### src/rtl/mini68k_movem_pkg.sv
// Shared definitions for the MOVEM sequencer.
// Holds the FSM states, the size codes and the mask-bit-to-register mapping.
package mini68k_movem_pkg;

    typedef enum logic [2:0] {
        S_IDLE,
        S_SEL,
        S_BUS,
        S_WB,
        S_DONE
    } state_t;

    localparam logic SIZE_WORD = 1'b0;
    localparam logic SIZE_LONG = 1'b1;

    localparam logic [3:0] REG_MIRROR = 4'hF;

    // -(An) lists are bit-reversed: bit 0 names A7, bit 15 names D0.
    function automatic logic [3:0] reg_of(input logic predec,
                                          input logic [3:0] bit_idx);
        return predec ? (REG_MIRROR - bit_idx) : bit_idx;
    endfunction

    function automatic logic [31:0] step_of(input logic size);
        return (size == SIZE_LONG) ? 32'd4 : 32'd2;
    endfunction

endpackage

### src/rtl/mini68k_movem_pick.sv
// Lowest-set-bit priority encoder over the remaining register list.
// valid is low when no bit is set; idx is then 0.
module mini68k_movem_pick
    import mini68k_movem_pkg::*;
(
    input  logic [15:0] mask,
    output logic        valid,
    output logic [3:0]  idx
);

    always_comb begin
        valid = 1'b0;
        idx   = 4'd0;
        for (int i = 15; i >= 0; i--) begin
            if (mask[i]) begin
                valid = 1'b1;
                idx   = i[3:0];
            end
        end
    end

endmodule

### src/rtl/mini68k_movem_engine.sv
// MOVEM sequencer: one register per bus transfer between the
// register file and memory, with -(An) address update.
module mini68k_movem_engine
    import mini68k_movem_pkg::*;
(
    input  logic        clk,
    input  logic        rst,
    input  logic        start,
    input  logic        dir,
    input  logic        size,
    input  logic        predec,
    input  logic [15:0] mask,
    input  logic [31:0] base_addr,
    output logic        busy,
    output logic        done,
    output logic [31:0] final_addr,
    output logic [2:0]  rf_sel,
    output logic        rf_is_addr,
    output logic        rf_we,
    output logic [31:0] rf_wdata,
    input  logic [31:0] rf_rdata,
    output logic        bus_req,
    output logic        bus_we,
    output logic        bus_size,
    output logic [31:0] bus_addr,
    output logic [31:0] bus_wdata,
    input  logic        bus_ack,
    input  logic [31:0] bus_rdata
);

    state_t      state, state_nx;
    logic        l_dir, l_size, l_predec;
    logic [15:0] l_mask;
    logic [31:0] cur_addr;
    logic [31:0] wdata_q;
    logic [31:0] rdata_q;
    logic [31:0] final_q;
    logic [3:0]  cur_bit;
    logic        pick_valid;
    logic [3:0]  pick_idx;
    logic [31:0] step;
    logic [15:0] mask_left;
    logic [3:0]  reg_idx;

    mini68k_movem_pick u_pick (
        .mask  (l_mask),
        .valid (pick_valid),
        .idx   (pick_idx)
    );

    assign step      = step_of(l_size);
    assign mask_left = l_mask & ~(16'h0001 << cur_bit);

    always_ff @(posedge clk) begin
        if (rst) begin
            state    <= S_IDLE;
            l_dir    <= 1'b0;
            l_size   <= 1'b0;
            l_predec <= 1'b0;
            l_mask   <= 16'h0000;
            cur_addr <= 32'h0;
            wdata_q  <= 32'h0;
            rdata_q  <= 32'h0;
            final_q  <= 32'h0;
            cur_bit  <= 4'd0;
        end else begin
            state <= state_nx;
            unique case (state)
                S_IDLE: begin
                    if (start) begin
                        l_dir    <= dir & ~predec;
                        l_size   <= size;
                        l_predec <= predec;
                        l_mask   <= mask;
                        cur_addr <= base_addr;
                    end
                end
                S_SEL: begin
                    cur_bit <= pick_idx;
                    if (!l_dir) begin
                        wdata_q <= (l_size == SIZE_LONG) ? rf_rdata
                                 : {16'h0000, rf_rdata[15:0]};
                    end
                    if (l_predec) cur_addr <= cur_addr - step;
                end
                S_BUS: begin
                    if (bus_ack) begin
                        l_mask  <= mask_left;
                        rdata_q <= bus_rdata;
                        if (!l_predec) cur_addr <= cur_addr + step;
                    end
                end
                S_DONE: final_q <= cur_addr;
                default: ;
            endcase
        end
    end

    always_comb begin
        state_nx = state;
        unique case (state)
            S_IDLE: begin
                if (start) state_nx = (mask == 16'h0000) ? S_DONE : S_SEL;
            end
            S_SEL: state_nx = pick_valid ? S_BUS : S_DONE;
            S_BUS: begin
                if (bus_ack) begin
                    if (l_dir)                    state_nx = S_WB;
                    else if (mask_left != 16'h0)  state_nx = S_SEL;
                    else                          state_nx = S_DONE;
                end
            end
            S_WB:   state_nx = (l_mask != 16'h0) ? S_SEL : S_DONE;
            S_DONE: state_nx = S_IDLE;
            default: state_nx = S_IDLE;
        endcase
    end

    always_comb begin
        busy       = (state != S_IDLE);
        done       = (state == S_DONE);
        final_addr = (state == S_DONE) ? cur_addr : final_q;
        bus_req    = (state == S_BUS);
        bus_we     = (state == S_BUS) & ~l_dir;
        bus_size   = l_size;
        bus_addr   = (state == S_BUS) ? cur_addr : 32'h0;
        bus_wdata  = ((state == S_BUS) && !l_dir) ? wdata_q : 32'h0;
        rf_we      = (state == S_WB);
        rf_wdata   = 32'h0;
        if (state == S_WB) begin
            rf_wdata = (l_size == SIZE_LONG) ? rdata_q
                     : {{16{rdata_q[15]}}, rdata_q[15:0]};
        end
        reg_idx    = reg_of(l_predec, (state == S_SEL) ? pick_idx : cur_bit);
        rf_sel     = 3'd0;
        rf_is_addr = 1'b0;
        if (state == S_SEL || state == S_BUS || state == S_WB) begin
            rf_sel     = reg_idx[2:0];
            rf_is_addr = reg_idx[3];
        end
    end

endmodule

### config.mk
export PLATFORM = sky130hd
export DESIGN_NAME = mini68k_movem_engine
export DESIGN_NICKNAME = d
export VERILOG_FILES = /design/src/rtl/mini68k_movem_pkg.sv /design/src/rtl/mini68k_movem_pick.sv /design/src/rtl/mini68k_movem_engine.sv
export SDC_FILE = /design/constraint.sdc
export NUM_CORES = 1
export LEC_CHECK = 0
export CORE_AREA = 2 2 146 148
export DETAILED_ROUTE_END_ITERATION = 10
export DIE_AREA = 0 0 148 150
export PLACE_DENSITY_LB_ADDON = 0.08
export REMOVE_ABC_BUFFERS = 1
export SYNTH_ARGS = -nofsm -noshare
export SYNTH_HDL_FRONTEND = slang
export SYNTH_SLANG_ARGS = --single-unit
export TNS_END_PERCENT = 20
### constraint.sdc
create_clock -name clk -period 4.6 [get_ports clk]
set_clock_uncertainty 0.2 [all_clocks]
set_input_delay 1.38 -clock clk [delete_from_list [all_inputs] [get_ports clk]]
set_output_delay 1.38 -clock clk [all_outputs]
set_load 0.01 [all_outputs]
After elaboration in Yosys (flattened, before gate mapping)
Cells that the tools add are included.

Flip-flop bits (word level): 154. Word-level logic and storage cells: 104. Output and inout port bits: 138. Bits of input ports: 119.

Add/subtract/negate cells: 3. Mux-type cells: 59. Reduce and logical (&&, ||, !) cells: 17. Shift operators: 1. Eq/ne operators: 8. Bitwise operators: 6.

Operator list (count): 32-bit two-way mux (10); 32-bit one-hot mux with 3 select lines (1); 4-bit two-way mux (18); 32-bit by 3-bit adder with 32-bit output (1); 16-bit two-way mux (2); 16-bit one-hot mux with 2 select lines (1); 16-bit nonzero test (2); 32-bit by 3-bit subtractor with 32-bit output (1); 3-bit two-way mux (9); 1-bit two-way mux (17); 16-bit AND (1); 16-bit logical NOT (1); 16-bit inverter (1); 1-bit by 4-bit left shift with 16-bit output (first input constant) (1); 3-bit one-hot mux with 4 select lines (1); 2-bit AND reduction (4); 3-bit by 2-bit equality test with 1-bit output (second input constant) (2); 2-bit != test (second input constant) (3); 3-bit nonzero test (2); 5-bit AND reduction (1); 4-bit subtractor (first input constant) (1); 3-bit by 1-bit equality test with 1-bit output (second input constant) (1); 3-bit equality test (second input constant) (1); 3-bit logical NOT (1); other kinds (8) (11).

Logic depth before layout (Yosys ltp)
Depth in word-level cells: 20. Depth in mapped cells: 13. Mapped depth without buffers: 12.

Modules after synthesis
A second synthesis with hierarchy kept.

Cell total of the unflattened synthesis: 1198. Area, all modules: 9216.3 µm².

Modules (own cells, without submodules): mini68k_movem_engine (seq. area each 3083.0 µm², instances 1, cells an instance 1165, area each 9037.4 µm²); mini68k_movem_pick (seq. area each 0.0 µm², instances 1, cells an instance 33, area each 178.9 µm²).

Worst setup path after synthesis
No wires, ideal clock.

Path kind: reg-to-reg. Start point: reg state[0]. End point: reg cur_addr[29]. Path slack: 0.597 ns. Data required time: 4.297 ns. Period minus slack after synthesis: 4.003 ns. Buffers on the path: 1. Cell stages (with the launch flop): 14. Setup time: 0.103 ns. Arrival time: 3.700 ns. Cell sequence: dfxtp_1 buf_2 nor2_1 nand2_1 inv_1 nand2_1 fa_1 a21o_2 a221o_2 nand4_1 nand4_1 a41o_1 mux2i_1 a2111oi_2.

Longest elaborated chain between the ends: 3. Elaborated cells between the ends (all ways): 10. Those cells by class: 6 x eq/ne; 1 x mux; 3 x reduce/logical.

RTL lines: start, declared (line mini68k_movem_engine.sv:31) `state_t state, state_nx;`; start signal, assigned (line mini68k_movem_engine.sv:67) `state <= state_nx;`; 3-bit by 2-bit equality test with 1-bit output *; via bus_req (line mini68k_movem_engine.sv:22) `output logic bus_req,`; 2-bit != test (no line), or another cell as far along; 5-bit AND reduction (no line); end signal, assigned (line mini68k_movem_engine.sv:75) `cur_addr <= base_addr;`; end signal, assigned (line mini68k_movem_engine.sv:84) `if (l_predec) cur_addr <= cur_addr - step;`; end signal, assigned (line mini68k_movem_engine.sv:90) `if (!l_predec) cur_addr <= cur_addr + step;`; end, declared (line mini68k_movem_engine.sv:34) `logic [31:0] cur_addr;`.

Mark *: on every way through the listed nets, which the timed path passes. The rest lies on a longest branch. A chain may end at the register's enable or synchronous reset.

Final worst setup path
Start point: reg state[1]. End point: out rf_wdata[13].

Longest elaborated chain between the ends: 2.

RTL lines: 3-bit by 2-bit equality test with 1-bit output (line mini68k_movem_engine.sv:130) `if (state == S_WB) begin`; 32-bit two-way mux (line mini68k_movem_engine.sv:130); end, declared (line mini68k_movem_engine.sv:20) `output logic [31:0] rf_wdata,`.

No other way between the ends.

==> impl_metrics.tcl <==
set metrics [dict create \
    cp_slowest_cell "dfxtp_1" \
    crit_type "flip-flop to output pin" \
    grt_pass1_wl_mm 43.4 \
    cp.required_ps 3020 \
    synth_top_cell_by_area "dfxtp_1" \
    setup_violations 0 \
    core_area_sq_mm 0.0207 \
    async_flop_share 0 \
    crit_buf_inv 3 \
    rsz0062_at_grt "false" \
    routed_via_density 5.41 \
    fin_cells 1682 \
    postSynthCellCount 1175 \
    cts.sinks 154 \
    crit_path_max_fanout 18 \
    cpLargestDelayFamily "buffers and inverters" \
    grt-ovfl-total 0 \
    run_status "finished, final reports clean" \
    synth.most_common_cell "nand2_1" \
    grt_max_degree 52 \
    nets 1572 \
    fin_crit_sh 0.954 \
    post_drt_wl_per_cell_um 16.6 \
    drive_above_1_share 0.0690 \
    synth-main-ff-cell "dfxtp_1" \
    grt_usage 0.242 \
    cp_cell_sequence "nand2_1 > or2_1 > buf_4 > inv_1 > and2_1 > clkdlybuf4s50_1" \
    finalPower_mw 6.71 \
    yosysSeqAreaShare 0.338 \
    ant_nets 0 \
    synthTopCellsByCount "nand2_1 (219), a21oi_1 (163), dfxtp_1 (154)" \
    dieArea_sq_mm 0.0222 \
    fillCellCount 1936 \
    relSlewSlack 0.207 \
    critical_path.max_stage_delay_ps 640 \
    synth_edf_count 0 \
    crit_arrival_ps 2810 \
    p_per_area_mw_per_mm2 536 \
    cts.reportedPaths.clkPinSlew_ps 60 \
    dp.cells 1649 \
    worstMarginPinSlew_ps 1190 \
    p_leak_nw 4.82 \
    multi_input_area_sq_mm 0.00568 \
    place_congestion 0.913 \
    ir_worst_vdd_mv 0.323 \
    max_freq_mhz 228 \
    drtIter0Drc 546 \
    portBuffers 256 \
    utilization 0.605 \
    drc 0 \
    clock_latency_ps 430 \
    h-tree-depth 4 \
    antenna_found_initial 1 \
    layout_min_cycle_time_ps 4390 \
    grt_pass1_vias 8214 \
    hp-class "flip-flop to flip-flop" \
    synth_top_cell_area_share 0.338 \
    hpwl_mm 20.0 \
    firstDrtPassIters 5 \
    avgSynthCellArea_sq_um 7.77 \
    critPathLaunchType "flip-flop" \
    die_h_um 150 \
    io_pins 257 \
    yosysWarnings 0 \
    seq_area_sq_mm 0.00308 \
    hold_ws_ps 247 \
    cts_buffer_depth 2 \
    syn_to_final_growth_pct 37.1 \
    die_x_um 148 \
    cts-buffers-inserted 17 \
    netlist_top_cells_area "dfxtp_1 (34%), nand2_1 (9.0%), a21oi_1 (8.9%)" \
    routed_wl_mm 28.0 \
    clockRootBuffer "clkbuf_16" \
    cts_hold_buf 0 \
    yosysUniqueCellTypes 72 \
    ys_ff_latch 154 \
    syn-cell-area_sq_mm 0.00913 \
    hold_viol_final 0 \
    vias 9094 \
    cts_tree "built" \
    initial_core_util 0.441 \
    rows 53 \
    cap_violations 0 \
    cp-end-kind "output pin" \
    drv_slew 0 \
]
worst register-to-register path: stages, from the launching register on:
cell       delay (ps)
dfxtp_1           390
nor2_1            300
nand2_1           190
inv_1             130
buf_4             250
nand2_1           130
fa_1              430
a21o_2            210
a221o_2           420
a31oi_1           370
o21ai_1           130
xnor2_1           140
a2111oi_0         400
kinds of logic after synthesis:
logic type	count (synthesis)	share of synthesized area
AND/OR/NAND/NOR	491	0.257
AO/OA/AOI/OAI	319	0.213
flip-flops	154	0.338
buffers and inverters	91	0.0421
adder cells (fa/ha/maj)	60	0.0830
multiplexers	42	0.0504
XOR/XNOR	18	0.0173
registers in the layout (all words and copies together) (netlist names):
signal	flops
state	3
cur_bit	4
final_q	32
l_predec	1
rdata_q	32
cur_addr	32
bus_size	1
wdata_q	32
l_mask	16
l_dir	1
what timing repair did:
item | in CTS | in global routing
buffers inserted | 0 | 0
setup endpoints to repair | 0 | 1
gates resized for setup | 0 | 1
layer usage:
| layer | global-route usage | part of all wire | vias up |
|---|---|---|---|
| met1 | 0.314 | 0.43 | 4285 |
| met5 | 0 | 0 | - |
| li1 | - | - | 4541 |
| met4 | 0.0757 | 0.020 | 0 |
| met3 | 0.0497 | 0.061 | 38 |
| met2 | 0.407 | 0.49 | 230 |
where the power goes:
part / internal [mW] / switching (mW)
Clock: 0.860 / 0.612
Sequential: 1.53 / 0.228
Combinational: 1.43 / 2.05
Total: 3.82 / 2.89
final timing paths:
check	cells after the start	to	start	slack [ps]
max	6	rf_wdata[13]	state[1]$_SDFFE_PP0P_	210
min	2	wdata_q[29]$_SDFFE_PP0P_	wdata_q[29]$_SDFFE_PP0P_	250
max reg2reg	12	cur_addr[15]$_SDFFE_PP0P_	state[2]$_SDFFE_PP0P_	780
min reg2reg	2	wdata_q[29]$_SDFFE_PP0P_	wdata_q[29]$_SDFFE_PP0P_	250
per-stage QoR:
| stage | setup TNS, ps | instance area, sq um | worst slack (ps) |
|---|---|---|---|
| 6_report | 0 | 12500 | 209 |
| 4_1_cts | 0 | 12500 | 152 |
| 3_3_place_gp | 0 | 11900 | 657 |
| 5_1_grt | 0 | 12500 | 19.5 |
| 2_1_floorplan | -569 | 8790 | -158 |
| 3_5_place_dp | 0 | 11900 | 617 |
layout make-up:
type	count	area share
Inverter	10	0.00300
Multi-Input combinational cell	930	0.454
Clock buffer	19	0.0346
Clock inverter	13	0.0135
Tap cell	275	0.0275
Sequential cell	154	0.246
Timing Repair Buffer	280	0.221
Antenna cell	1	0.000200
cell usage in the layout, fill, tap and decap left out, drive strengths merged, types with 14 or more instances in the layout:
| master | synthesis | final |
|---|---|---|
| a211oi | 14 | 14 |
| a21oi | 165 | 165 |
| and2 | 54 | 54 |
| buf | 23 | 25 |
| clkbuf | 58 | 19 |
| clkdlybuf4s50 | 0 | 255 |
| dfxtp | 154 | 154 |
| ha | 59 | 59 |
| mux2 | 32 | 32 |
| nand2 | 221 | 221 |
| nand3 | 26 | 26 |
| nor2 | 69 | 69 |
| nor2b | 42 | 42 |
| nor3 | 14 | 14 |
| o21ai | 49 | 49 |
(Power assumes the default switching activity.)
